`config.mk`:
```
export PLATFORM = sky130hd
export DESIGN_NAME = wb_stage
export DESIGN_NICKNAME = d
export VERILOG_FILES = /design/src/rtl/wb_stage.sv
export SDC_FILE = /design/constraint.sdc
export NUM_CORES = 1
export LEC_CHECK = 0
export ABC_AREA = 1
export CORE_MARGIN = 3
export CORE_UTILIZATION = 47
export DETAILED_ROUTE_END_ITERATION = 8
export GPL_TIMING_DRIVEN = 0
export PLACE_DENSITY = 0.77
export SLEW_MARGIN = 0
export SYNTH_ARGS = -nofsm -noshare
export SYNTH_HDL_FRONTEND = slang
export SYNTH_SLANG_ARGS = --single-unit
```
`constraint.sdc`:
```
create_clock -name clock -period 4.55 [get_ports clock]
set_input_delay 0.91 -clock clock [delete_from_list [all_inputs] [get_ports clock]]
set_output_delay 0.91 -clock clock [all_outputs]
set_load 0.03 [all_outputs]
```
`src/rtl/wb_stage.sv`:
```
// Writeback stage: small result FIFO feeding registered dstE/valE/dstM/valM to the register file.
// Optional WB_RETIRE_CNT_EN adds a 32-bit count of retired AOK instructions on retire_cnt.
module wb_stage #(
    parameter int DEPTH = 2,
    parameter int NREG  = 8
) (
    input  logic        clock,
    input  logic        reset,
    input  logic        in_valid,
    output logic        in_ready,
    input  logic [3:0]  in_dstE,
    input  logic [31:0] in_valE,
    input  logic [3:0]  in_dstM,
    input  logic [31:0] in_valM,
    input  logic [2:0]  in_stat,
    input  logic        wb_stall,
    output logic [3:0]  dstE,
    output logic [31:0] valE,
    output logic [3:0]  dstM,
    output logic [31:0] valM,
    output logic        halted,
`ifdef WB_RETIRE_CNT_EN
    output logic [31:0] retire_cnt,
`endif
    output logic [2:0]  stat
);

    localparam int PW = (DEPTH > 1) ? $clog2(DEPTH) : 1;
    localparam int CW = $clog2(DEPTH + 1);

    localparam logic [2:0] STAT_AOK = 3'd1;
    localparam logic [2:0] STAT_ADR = 3'd3;
    localparam logic [2:0] STAT_INS = 3'd4;
    localparam logic [3:0] NO_REG   = 4'hF;

    typedef struct packed {
        logic [3:0]  dstE;
        logic [31:0] valE;
        logic [3:0]  dstM;
        logic [31:0] valM;
        logic [2:0]  stat;
    } entry_t;

    entry_t          fifoMem [DEPTH];
    entry_t          head;
    logic [PW-1:0]   wrPtr_q, wrPtr_d, rdPtr_q, rdPtr_d;
    logic [CW-1:0]   count_q, count_d;
    logic            halted_q, halted_d;
    logic [3:0]      dstE_q, dstE_d, dstM_q, dstM_d;
    logic [31:0]     valE_q, valE_d, valM_q, valM_d;
    logic [2:0]      stat_q, stat_d;
    logic            push, pop, headFault, headEOk, headMOk;

    function automatic logic regInRange(input logic [3:0] idx);
        return 32'(idx) < 32'(NREG);
    endfunction

    always_comb begin
        head      = fifoMem[rdPtr_q];
        in_ready  = (count_q < CW'(DEPTH)) && !halted_q;
        push      = in_valid && in_ready;
        pop       = (count_q != '0) && !wb_stall && !halted_q;
        headFault = (head.stat == STAT_ADR) || (head.stat == STAT_INS);
        headMOk   = regInRange(head.dstM) && !headFault;
        headEOk   = regInRange(head.dstE) && !headFault && !(headMOk && head.dstE == head.dstM);

        wrPtr_d  = wrPtr_q;
        rdPtr_d  = rdPtr_q;
        count_d  = count_q;
        halted_d = halted_q;
        dstE_d   = NO_REG;
        dstM_d   = NO_REG;
        valE_d   = valE_q;
        valM_d   = valM_q;
        stat_d   = stat_q;

        if (push) begin
            wrPtr_d = wrPtr_q + PW'(1);
        end
        if (pop) begin
            rdPtr_d = rdPtr_q + PW'(1);
            dstE_d  = headEOk ? head.dstE : NO_REG;
            dstM_d  = headMOk ? head.dstM : NO_REG;
            valE_d  = head.valE;
            valM_d  = head.valM;
            stat_d  = head.stat;
        end
        case ({push, pop})
            2'b10:   count_d = count_q + CW'(1);
            2'b01:   count_d = count_q - CW'(1);
            default: count_d = count_q;
        endcase
        // A non-AOK retirement stops the machine and discards anything queued behind it.
        if (pop && head.stat != STAT_AOK) begin
            halted_d = 1'b1;
            count_d  = '0;
            rdPtr_d  = wrPtr_d;
        end
    end

    always_ff @(posedge clock) begin
        if (push) begin
            fifoMem[wrPtr_q] <= '{dstE: in_dstE, valE: in_valE, dstM: in_dstM,
                                  valM: in_valM, stat: in_stat};
        end
    end

    always_ff @(posedge clock or negedge reset) begin
        if (!reset) begin
            wrPtr_q  <= '0;
            rdPtr_q  <= '0;
            count_q  <= '0;
            halted_q <= 1'b0;
            dstE_q   <= NO_REG;
            dstM_q   <= NO_REG;
            valE_q   <= '0;
            valM_q   <= '0;
            stat_q   <= STAT_AOK;
        end else begin
            wrPtr_q  <= wrPtr_d;
            rdPtr_q  <= rdPtr_d;
            count_q  <= count_d;
            halted_q <= halted_d;
            dstE_q   <= dstE_d;
            dstM_q   <= dstM_d;
            valE_q   <= valE_d;
            valM_q   <= valM_d;
            stat_q   <= stat_d;
        end
    end

`ifdef WB_RETIRE_CNT_EN
    logic [31:0] retireCnt_q;

    always_ff @(posedge clock or negedge reset) begin
        if (!reset) begin
            retireCnt_q <= '0;
        end else if (pop && head.stat == STAT_AOK) begin
            retireCnt_q <= retireCnt_q + 32'd1;
        end
    end

    assign retire_cnt = retireCnt_q;
`endif

    assign dstE   = dstE_q;
    assign dstM   = dstM_q;
    assign valE   = valE_q;
    assign valM   = valM_q;
    assign halted = halted_q;
    assign stat   = stat_q;

endmodule

```
==> summary.txt, run 1 <==
Status
  • Run status: completed

Synth
  • Syn_nets: 732
  • Synth Instances: 650
  • Top cell type's share of synthesized area: a little over half
  • Post-synth top area cell: edfxtp_1
  • #FFs+latches synth: 230
  • Post-Syn Area: 0.00845 mm²
  • Ys Warns: 0
  • Post-synthesis area per instance: 13.0 µm²
  • Synth top area cells: edfxtp_1 53%, dfrtp_1 21%, nand2_1 9.0%
  • Sequential cell area fraction in the yosys report: 77.1%
  • Yosys cell types: 23

Timing
  • RSZ-0062 raised after global routing: false
  • Least-Margin Pin Slew: 615 ps
  • Tmin final: 2620 ps
  • Worst slew margin: approximately three fifths
  • Fin. Hold Viols: 0
  • Fmax: 381 MHz
  • Fin. max-slew vios: 0
  • Final WS setup: ~1900 ps
  • Worst hold slack: 330 ps
  • Part of the cycle the worst path needs: 57.6%
  • Clk_skew: 9.54 ps
  • Final setup viols: 0

Drt
  • Vias per inst: 4.99
  • Total Wirelength: 18.0 mm
  • Routed vias: 5368
  • Initial drt markers: 388
  • Detailed Routing Iterations Pass 1: 6
  • Residual DRC: 0
  • Wire per inst: 16.8 µm
  • Antenna-violating nets left: 0

Worst setup path
  • Reg-to-reg startpoint: count_q[1]
  • Type of origin of the critical path: register
  • Crit. End Element: output port
  • Critical path class: reg -> out
  • Worst r2r dst: fifoMem[0][50]
  • Reg2Reg Depth: 5
  • CP max stage delay: 680 ps
  • Crit-path max FO: 3
  • Cell Chain, Critical Path: nor2_1, clkdlybuf4s50_1
  • Flop-to-flop setup slack: 2580 ps
  • Worst Path Required: 3640 ps
  • Critical path's slowest cell: clkdlybuf4s50_1
  • Arrival time worst endpoint: 1710 ps

Floorplan
  • Core ar.: 0.0175 mm²
  • Chip height: 140 µm
  • Die ar.: 0.0196 mm²
  • Ports: ~160
  • Starting Density: 48.3%
  • Num rows: 48
  • Chip width: ~140 µm

Pwr
  • Static leakage: roughly 0.0044 µW
  • Peak VDD IR: 0.000280 V
  • Cell Pwr Density: around 370 mW/mm²

CTS
  • Post-CTS Setup Inserts: 0
  • CTS tree: built
  • Clock slew at reported path FFs: 60 ps
  • Skew-Pair Late Insertion Delay: roughly 500 ps
  • Root Buffer: clkbuf_16
  • Clock Sink Count: 230
  • # hold bufs at CTS: 0
  • CTS buffer count: 23
  • Clock buffer depth: 3
  • Post-CTS Resized: 0
  • H-tree depth: 1

Layout
  • Layout cells sized above 1: 9.29%
  • Layout area overhead: 31.1%
  • Layout Nets: 915
  • Commonest non-fill, non-tap cell in the layout: nand2_1
  • Most frequent cells in the layout: 202 x nand2_1, 154 x clkdlybuf4s50_1, 150 x edfxtp_1
  • Antenna cells: 0

Global route
  • Initial antenna violation count: 0
  • Vias in the first global route: 5451
  • Largest net degree at the start of global routing: 53
  • GRT Total Usage: about 18%
  • First-pass GRT wire length: 28.8 mm
  • GR Overflow Total: 0

Job
  • Number of max-cap violations: 0

Placement
  • Placement Setup Slack: 1710 ps
  • Post-DP HPWL: 12.1 mm
  • GP Congestion: 0.788
  • I/O Buffers: 155

Worst hold path
  • HP Class: in -> async
==> worst max-delay path: cells and delay by family (launching register included) <==
kind,cells,cell delay (ps)
buffers and inverters,1,680
flip-flops,1,400
AND/OR/NAND/NOR,1,140
==> cells in the mapped netlist <==
cell type    n
dfrtp_1     71
a31oi_1     64
clkbuf_1     5
nand4_1      2
xor2_1       2
inv_2        1
buf_4        2
buf_1        1
a21oi_1      1
inv_1       24
dfstp_2      9
nor2_1      71
buf_2       11
nand2_1    202
nand3_1      9
buf_8        1
inv_6        1
nor2_2       3
ha_1         3
edfxtp_1   150
o21ai_0      5
nand2_4      1
buf_6       11
==> cells by family after synthesis <==
group	Yosys count	share of synthesized area [%]
compound gates	70	5.09
xor+xnor	2	0.207
fa+ha+maj	3	0.444
buf+inv	57	3.95
flops	230	77.1
simple gates	288	13.2
==> worst max path at each step <==
stage,startpoint,to,depth (start not counted)
2_1_floorplan,halted,fifoMem[1][0],4
3_3_place_gp,reset,valE[14],1
3_5_place_dp,wb_stall,count_q[1],10
4_1_cts,count_q[1],in_ready,2
5_1_grt,count_q[1],in_ready,2
6_report,count_q[1],in_ready,2
==> power breakdown <==
group | total (µW) | switching [µW] | internal (µW)
logic | 95.0 | 33.9 | 61.1
clock network | 1750 | 740 | 1010
registers | 2230 | 0 | 2230
==> metal layers <==
layer / part of all wire (%) / up-vias / global-route usage (%)
met5: 0 / - / 0
met4: 1.4 / 0 / 3.93
met3: 5.0 / 20 / 3.04
met2: 52 / 154 / 32.8
met1: 42 / 2595 / 23.6
li1: - / 2599 / -
==> registers in the layout, indices dropped and copies added, names as in the netlist <==
register	flops
count_q	2
dstE	4
dstM	4
fifoMem	150
halted	1
rdPtr_q	1
stat	3
valE	32
valM	32
wrPtr_q	1
==> area by class of cell <==
cell class / count / area (µm²)
buffer: 31 / 231
clock buffer: 30 / 612
clock inverter: 12 / 88.8
fill: 1324 / 6400
inverter: 26 / 103
multi-input combinational: 363 / 1620
sequential: 230 / 6520
tap: 225 / 282
timing repair buffer: 158 / 1620
==> through the flow <==
stage | std cells | total power, µW | util (%) | TNS [ps] | area (µm²)
global route | 1075 | 4220 | 63.4 | 0 | 11100
detailed placement | 1033 | 2370 | 59.3 | 0 | 10400
floorplan | 650 | 2270 | - | 0 | 8450
CTS | 1075 | 4120 | 63.4 | 0 | 11100
finish | 1075 | 4070 | 63.4 | 0 | 11100
global placement | 1030 | 2360 | 58.8 | -60410 | 10300
No activity file was read; power rests on OpenSTA's default activity.
==> run 2: changes to the inputs <==
- PLACE_DENSITY: 0.77 -> 0.8
- clock period: 4.55 -> 2.1 ns (I/O delays scaled with it)
==> summary.txt, run 2 (synthesis results as in run 1) <==
Timing
  • Clk_skew: 12.0 ps (+2.49 ps)
  • Tmin final: 2040 ps
  • Part of the cycle the worst path needs: 97.4%
  • Least-Margin Pin Slew: 616 ps (+1.06 ps)
  • Final setup viols: 0 (unchanged)
  • Worst slew margin: 58.9% (-0.070 points)
  • Post-Route Setup TNS: 0 ps (unchanged)
  • Final WS setup: 55.2 ps (-1870 ps)
  • Fin. Hold Viols: 0 (unchanged)
  • Fin. max-slew vios: 0 (unchanged)
  • Fmax: 489 MHz

Layout
  • Most frequent cells in the layout: 202 x nand2_1, 150 x edfxtp_1, 144 x clkdlybuf4s50_1
  • Layout cells sized above 1: 10.2% (+0.93 points)
  • Commonest non-fill, non-tap cell in the layout: nand2_1
  • Final Non-Filler Cells: 1077 (+0.19%)
  • Post-layout util: 64.3% (+0.89 points)
  • Biggest register: fifoMem
  • Number of flip-flops in the largest register: 150 (unchanged)
  • Layout Nets: 917 (+0.22%)
  • Layout area overhead: 32.9%

Job
  • Number of max-cap violations: 0 (unchanged)

Worst setup path
  • Crit. End Element: output port
  • Crit-path max FO: 3 (unchanged)
  • Arrival time worst endpoint: 1620 ps (-90 ps)
  • Worst Path Buf+Inv: 1 (unchanged)
  • Type of origin of the critical path: register
  • Flop-to-flop setup slack: 260 ps (-2320 ps)
  • Critical path class: reg -> out
  • CP max stage delay: 700 ps (+20 ps)
  • Critical path's slowest cell: clkdlybuf4s50_1
  • Top delay family on crit path: buffers and inverters
  • Cell Chain, Critical Path: clkdlybuf4s50_1
  • Worst Path Required: 1680 ps (-1960 ps)

Drt
  • Wire per inst: 17.7 µm (+5.4%)
  • Residual DRC: 0 (unchanged)
  • Initial drt markers: 356 (-8.2%)
  • Total Wirelength: 19.0 mm (+5.6%)
  • Vias per inst: 5.10 (+2.2%)
  • Detailed Routing Iterations Pass 1: 5 (-1)
  • Routed vias: 5495 (+2.4%)
  • Antenna-violating nets left: 0 (unchanged)

Pwr
  • Seq pwr share: 51.3% (-3.5 points)
  • Combinational share of power: 2.2% (about the same)
  • Switch Pwr: 1730 µW (+120%)
  • Sw Ratio: 18.4% (-0.60 points)
  • Cell Pwr Density: 839 mW/mm² (+130%)
  • Pint: 7690 µW (+130%)
  • Static leakage: 0.00445 µW (+1.4%)
  • Clock power share: 46.5% (+3.6 points)
  • Peak VDD IR: 0.000785 V (+180%)
  • Pwr Total: 9420 µW (+130%)

CTS
  • Clock Sink Count: 230 (unchanged)
  • Skew-Pair Late Insertion Delay: 500 ps (about the same)
  • Root Buffer: clkbuf_16
  • Clock slew at reported path FFs: 60 ps (about the same)
  • CTS buffer count: 23 (unchanged)
  • Clock buffer depth: 3 (unchanged)
  • CTS tree: built
  • H-tree depth: 1 (unchanged)

Global route
  • Largest net degree at the start of global routing: 44 (-17%)
  • GR Overflow Total: 0 (unchanged)
  • Initial antenna violation count: 1 (+1)
  • First-pass GRT wire length: 29.2 mm (+1.3%)
  • Vias in the first global route: 5571 (+2.2%)
  • GRT Total Usage: 18.7% (+0.37 points)

Floorplan
  • Starting Density: 48.3% (unchanged)
  • Num rows: 48 (unchanged)
  • Ports: 156 (unchanged)
  • Chip width: 140 µm (unchanged)
  • Die ar.: 0.0196 mm² (unchanged)
  • Chip height: 140 µm (unchanged)
  • Core ar.: 0.0175 mm² (unchanged)

Status
  • Run status: completed

Placement
  • Post-DP HPWL: 11.8 mm (-2.2%)
  • GP Congestion: 0.815 (+3.5%)
  • I/O Buffers: 155 (unchanged)
  • Inst Count DP: 1031 (-0.19%)
  • Placement Setup Slack: -380 ps (-2090 ps)

Worst hold path
  • HP Class: in -> async
## run 2: changes by cell type in the layout (fill, tap and decap cells not counted), sizes merged, moves of 2 or more
cell           delta
bufinv            +4
clkbuf            -3
clkdlybuf4s50    -10
clkinv            -2
dlygate4sd2       +9
## run 2: final cells by class
type	instances	area, µm²
Clock buffer	27	621
Clock inverter	14	200
Sequential cell	230	6520
Fill cell	1254	6250
Multi-Input combinational cell	363	1630
Buffer	30	224
Tap cell	225	282
Inverter	26	103
Timing Repair Buffer	161	1650
Antenna cell	1	2.50
## run 2: stage by stage
| stage | hold WS, ps | instance area [µm²] |
|---|---|---|
| final | 465 | 11200 |
| after global routing | 478 | 11200 |
| after CTS | 477 | 11200 |
| after detailed placement | 462 | 10300 |
| after global placement | 491 | 10300 |
| after floorplan | 124 | 8480 |
## run 2: repair_timing
action	4_1_cts	5_1_grt
hold buffers	1	0
resized for setup	9	1
pin swaps	2	2
buffers inserted	2	2
endpoints found under the hold margin	33	0
setup endpoints to repair	158	76
## run 2: final timing paths
kind                                  from  cells past startpoint       endpoint
worst min-delay path                 reset                      2       valM[17]
worst max-delay path                halted                      1         halted
worst min register to register     stat[1]                      2        stat[1]
max in group asynchronous            reset                      3       valE[12]
min in group clock              in_valM[3]                      1  fifoMem[1][6]
worst max register to register  count_q[1]                      5  fifoMem[0][4]
## run 2: power groups by stage
stage / logic [µW] / clock network, µW / registers (µW)
floorplan: 0.0298 / 0 / 4930
global placement: 193 / 0 / 4930
detailed placement: 206 / 0 / 4920
CTS: 208 / 4460 / 4830
global route: 221 / 4660 / 4830
finish: 206 / 4380 / 4830
## run 2: per-layer routing
layer / track usage, % / wire [µm] / vias up
met3: 3.48 / 1040 / 31
met5: 0 / 0 / -
met1: 23.4 / 7690 / 2657
li1: - / - / 2608
met4: 5.92 / 426 / 0
met2: 33.1 / 9890 / 199
==> edit (config.mk and constraints of run 2) <==
The option `WB_RETIRE_CNT_EN` is turned on by a define.
--- a/src/rtl/wb_stage.sv
+++ b/src/rtl/wb_stage.sv
@@ -1,5 +1,7 @@
 // Writeback stage: small result FIFO feeding registered dstE/valE/dstM/valM to the register file.
 // Optional WB_RETIRE_CNT_EN adds a 32-bit count of retired AOK instructions on retire_cnt.
+`define WB_RETIRE_CNT_EN
+
 module wb_stage #(
     parameter int DEPTH = 2,
     parameter int NREG  = 8
Formal check against the unedited RTL (old outputs only; new: retire_cnt): equivalent (equiv_simple and equiv_induct, registers matched by name and starting in step).
==> edit against run 2 <==
Register-to-register slack worse by 70 ps; final area up 22%; via count rose by 42%; non-clock buffer count increased by 38; fmax shrank 1.1%; power rose by 12%; count of clock-buffer cells in the layout is 8 higher; synthesized cell count is 46% higher; synthesized area is 24% higher; sequential cell count is 32 higher; routed wire length rose by 39%; hold slack worse by 68 ps; setup slack got worse by 23 ps; critical path type unchanged; largest cell class unchanged.
==> edit: results (changes against run 2) <==
| Group | Result | This run | vs run 2 |
|:---|:---|:---|:---|
| run status | Result of the run | complete, no violations | unchanged |
| setup path | Launch point of the worst reg-to-reg path | halted$_DFFE_PN0P_ | was count_q[1]$_DFFE_PN0P_ |
| power and ir drop | Static leakage | 5.65 nW | was 4.45 nW |
| routing | Detailed-route wire length per cell | 18.0 um | was 17.7 um |
| global routing | Overall routing resource usage | 21.7% | was 18.7% |
| logic synthesis | Flip-flop cell with the highest count after synthesis | edfxtp_1 | unchanged |
| layout | Max reg flops | 150 | unchanged |
| setup path | Endpoint of the most critical setup path | valE[12] | was halted |
| setup path | Critical path launch point | valE[12]$_DFFE_PN0N_ | was halted$_DFFE_PN0P_ |
| timing | Worst clock skew | 15.0 ps | was 12.0 ps |
| placed design | Worst-case setup slack after placement | -394 ps | was -380 ps |
| cts | Buffers from clock root to sink, at most | 3 | unchanged |
| layout | Share of cells above drive strength 1 | 8.14% | was 10.2% |
| timing | Final critical delay including setup and external delays | 2070 ps | was 2040 ps |
| routing | Vias post-DR | 7,812 | was 5,495 |
| cts | Number of buffers created by CTS | 27 | was 23 |
| logic synthesis | Synth Net Count | 1,031 | was 732 |
| logic synthesis | Synth top area cells | edfxtp_1 (43%), dfrtp_1 (25%), nand2_1 (9.9%), nor2_1 (6.7%), o31ai_1 (4.6%) | was edfxtp_1 (53%), dfrtp_1 (21%), nand2_1 (9.0%), a31oi_1 (4.7%), nor2_1 (3.2%) |
| cts | Number of instances resized during post-cts repair | 38 | was 9 |
| logic synthesis | Number of different library cells in the post-synthesis netlist | 32 | was 23 |
| placed design | Placed instance count | 1,412 | was 1,031 |
| setup path | WP data arrival | 1650 ps | was 1620 ps |
| global routing | Antenna violations before repair | 3 | was 1 |
| routing | Count of routing violations after the opening detailed-route iteration | 508 | was 356 |
| logic synthesis | Share of synthesized flip-flops with an asynchronous set or reset | 42.7% | was 34.8% |
| logic synthesis | Syn_area_per_cell | 11.0 um2 | was 13.0 um2 |
| setup path | Crit Reg-Reg Endpoint | fifoMem[0][67]$_DFFE_PP_ | was fifoMem[0][4]$_DFFE_PP_ |
| placed design | IO buf count | 187 | was 155 |
| layout | Non-filler instance count after layout | 1,466 | was 1,077 |
| setup path | Worst setup slack for register-to-register paths | 190 ps | was 260 ps |
| placed design | Post-detail-place hpwl | 17,300 um | was 11,800 um |
| logic synthesis | Register area share after synthesis | 69.9% | was 77.1% |
| layout | Total inserted antenna cells | 0 | was 1 |
| setup path | Maximum fanout count along the critical path | 2 | was 3 |
| global routing | Wire length of the first global-routing pass | 41,500 um | was 29,200 um |
| cts | Clock insertion delay at the later pin of the skew report | 550 ps | was 500 ps |
| timing | Tightest slew margin relative to the limit | 61.2% | was 58.9% |
| global routing | Via count of the first global-routing pass | 7,996 | was 5,571 |
| setup path | Depth of the worst register-to-register path | 5 | unchanged |
==> edit: cells by family (layout without fill, tap and decap cells) <==
| group | after synthesis | after routing | share of synthesized area (%) |
|---|---|---|---|
| XOR/XNOR | 9 | 9 | 0.753 |
| AO/OA/AOI/OAI | 82 | 82 | 5.57 |
| buffers and inverters | 79 | 321 | 3.48 |
| adder cells (fa/ha/maj) | 3 | 3 | 0.359 |
| AND/OR/NAND/NOR | 514 | 514 | 19.9 |
| flip-flops | 262 | 262 | 69.9 |
==> edit: through the flow <==
stage | total power, W | hold WS (ps) | instance area (um2) | TNS, ps
after floorplan | 0.00556 | 124 | 10500 | 0
after global placement | 0.00577 | 463 | 12700 | -490610
after detailed placement | 0.00578 | 404 | 12700 | -58190
after CTS | 0.0106 | 402 | 13600 | 0
after global routing | 0.0109 | 433 | 13700 | -16.9
final | 0.0105 | 397 | 13700 | 0
==> edit: area by class of cell <==
cell class              count  area [um2]
repair buffers            193        1970
well taps                 275         344
multi-input cells         608        2810
clock buffers              35         736
plain buffers              36         203
fillers                  1594        7700
flip-flops and latches    262        7320
inverters                  43         161
clock inverters            14         169
==> edit: where the power goes <==
part	total (W)	internal [W]	switching (W)
Combinational	0.000226	0.000136	0.0000898
Clock	0.00486	0.00285	0.00201
Sequential	0.00545	0.00545	0.000000823
==> edit: per-layer routing <==
metal | global-route usage [%] | wire length, um | vias to the layer above
met5 | 0 | 42 | -
met4 | 6.42 | 623 | 6
met3 | 6.84 | 2700 | 51
met2 | 37.5 | 13300 | 363
met1 | 26.2 | 9770 | 3764
li1 | - | - | 3628
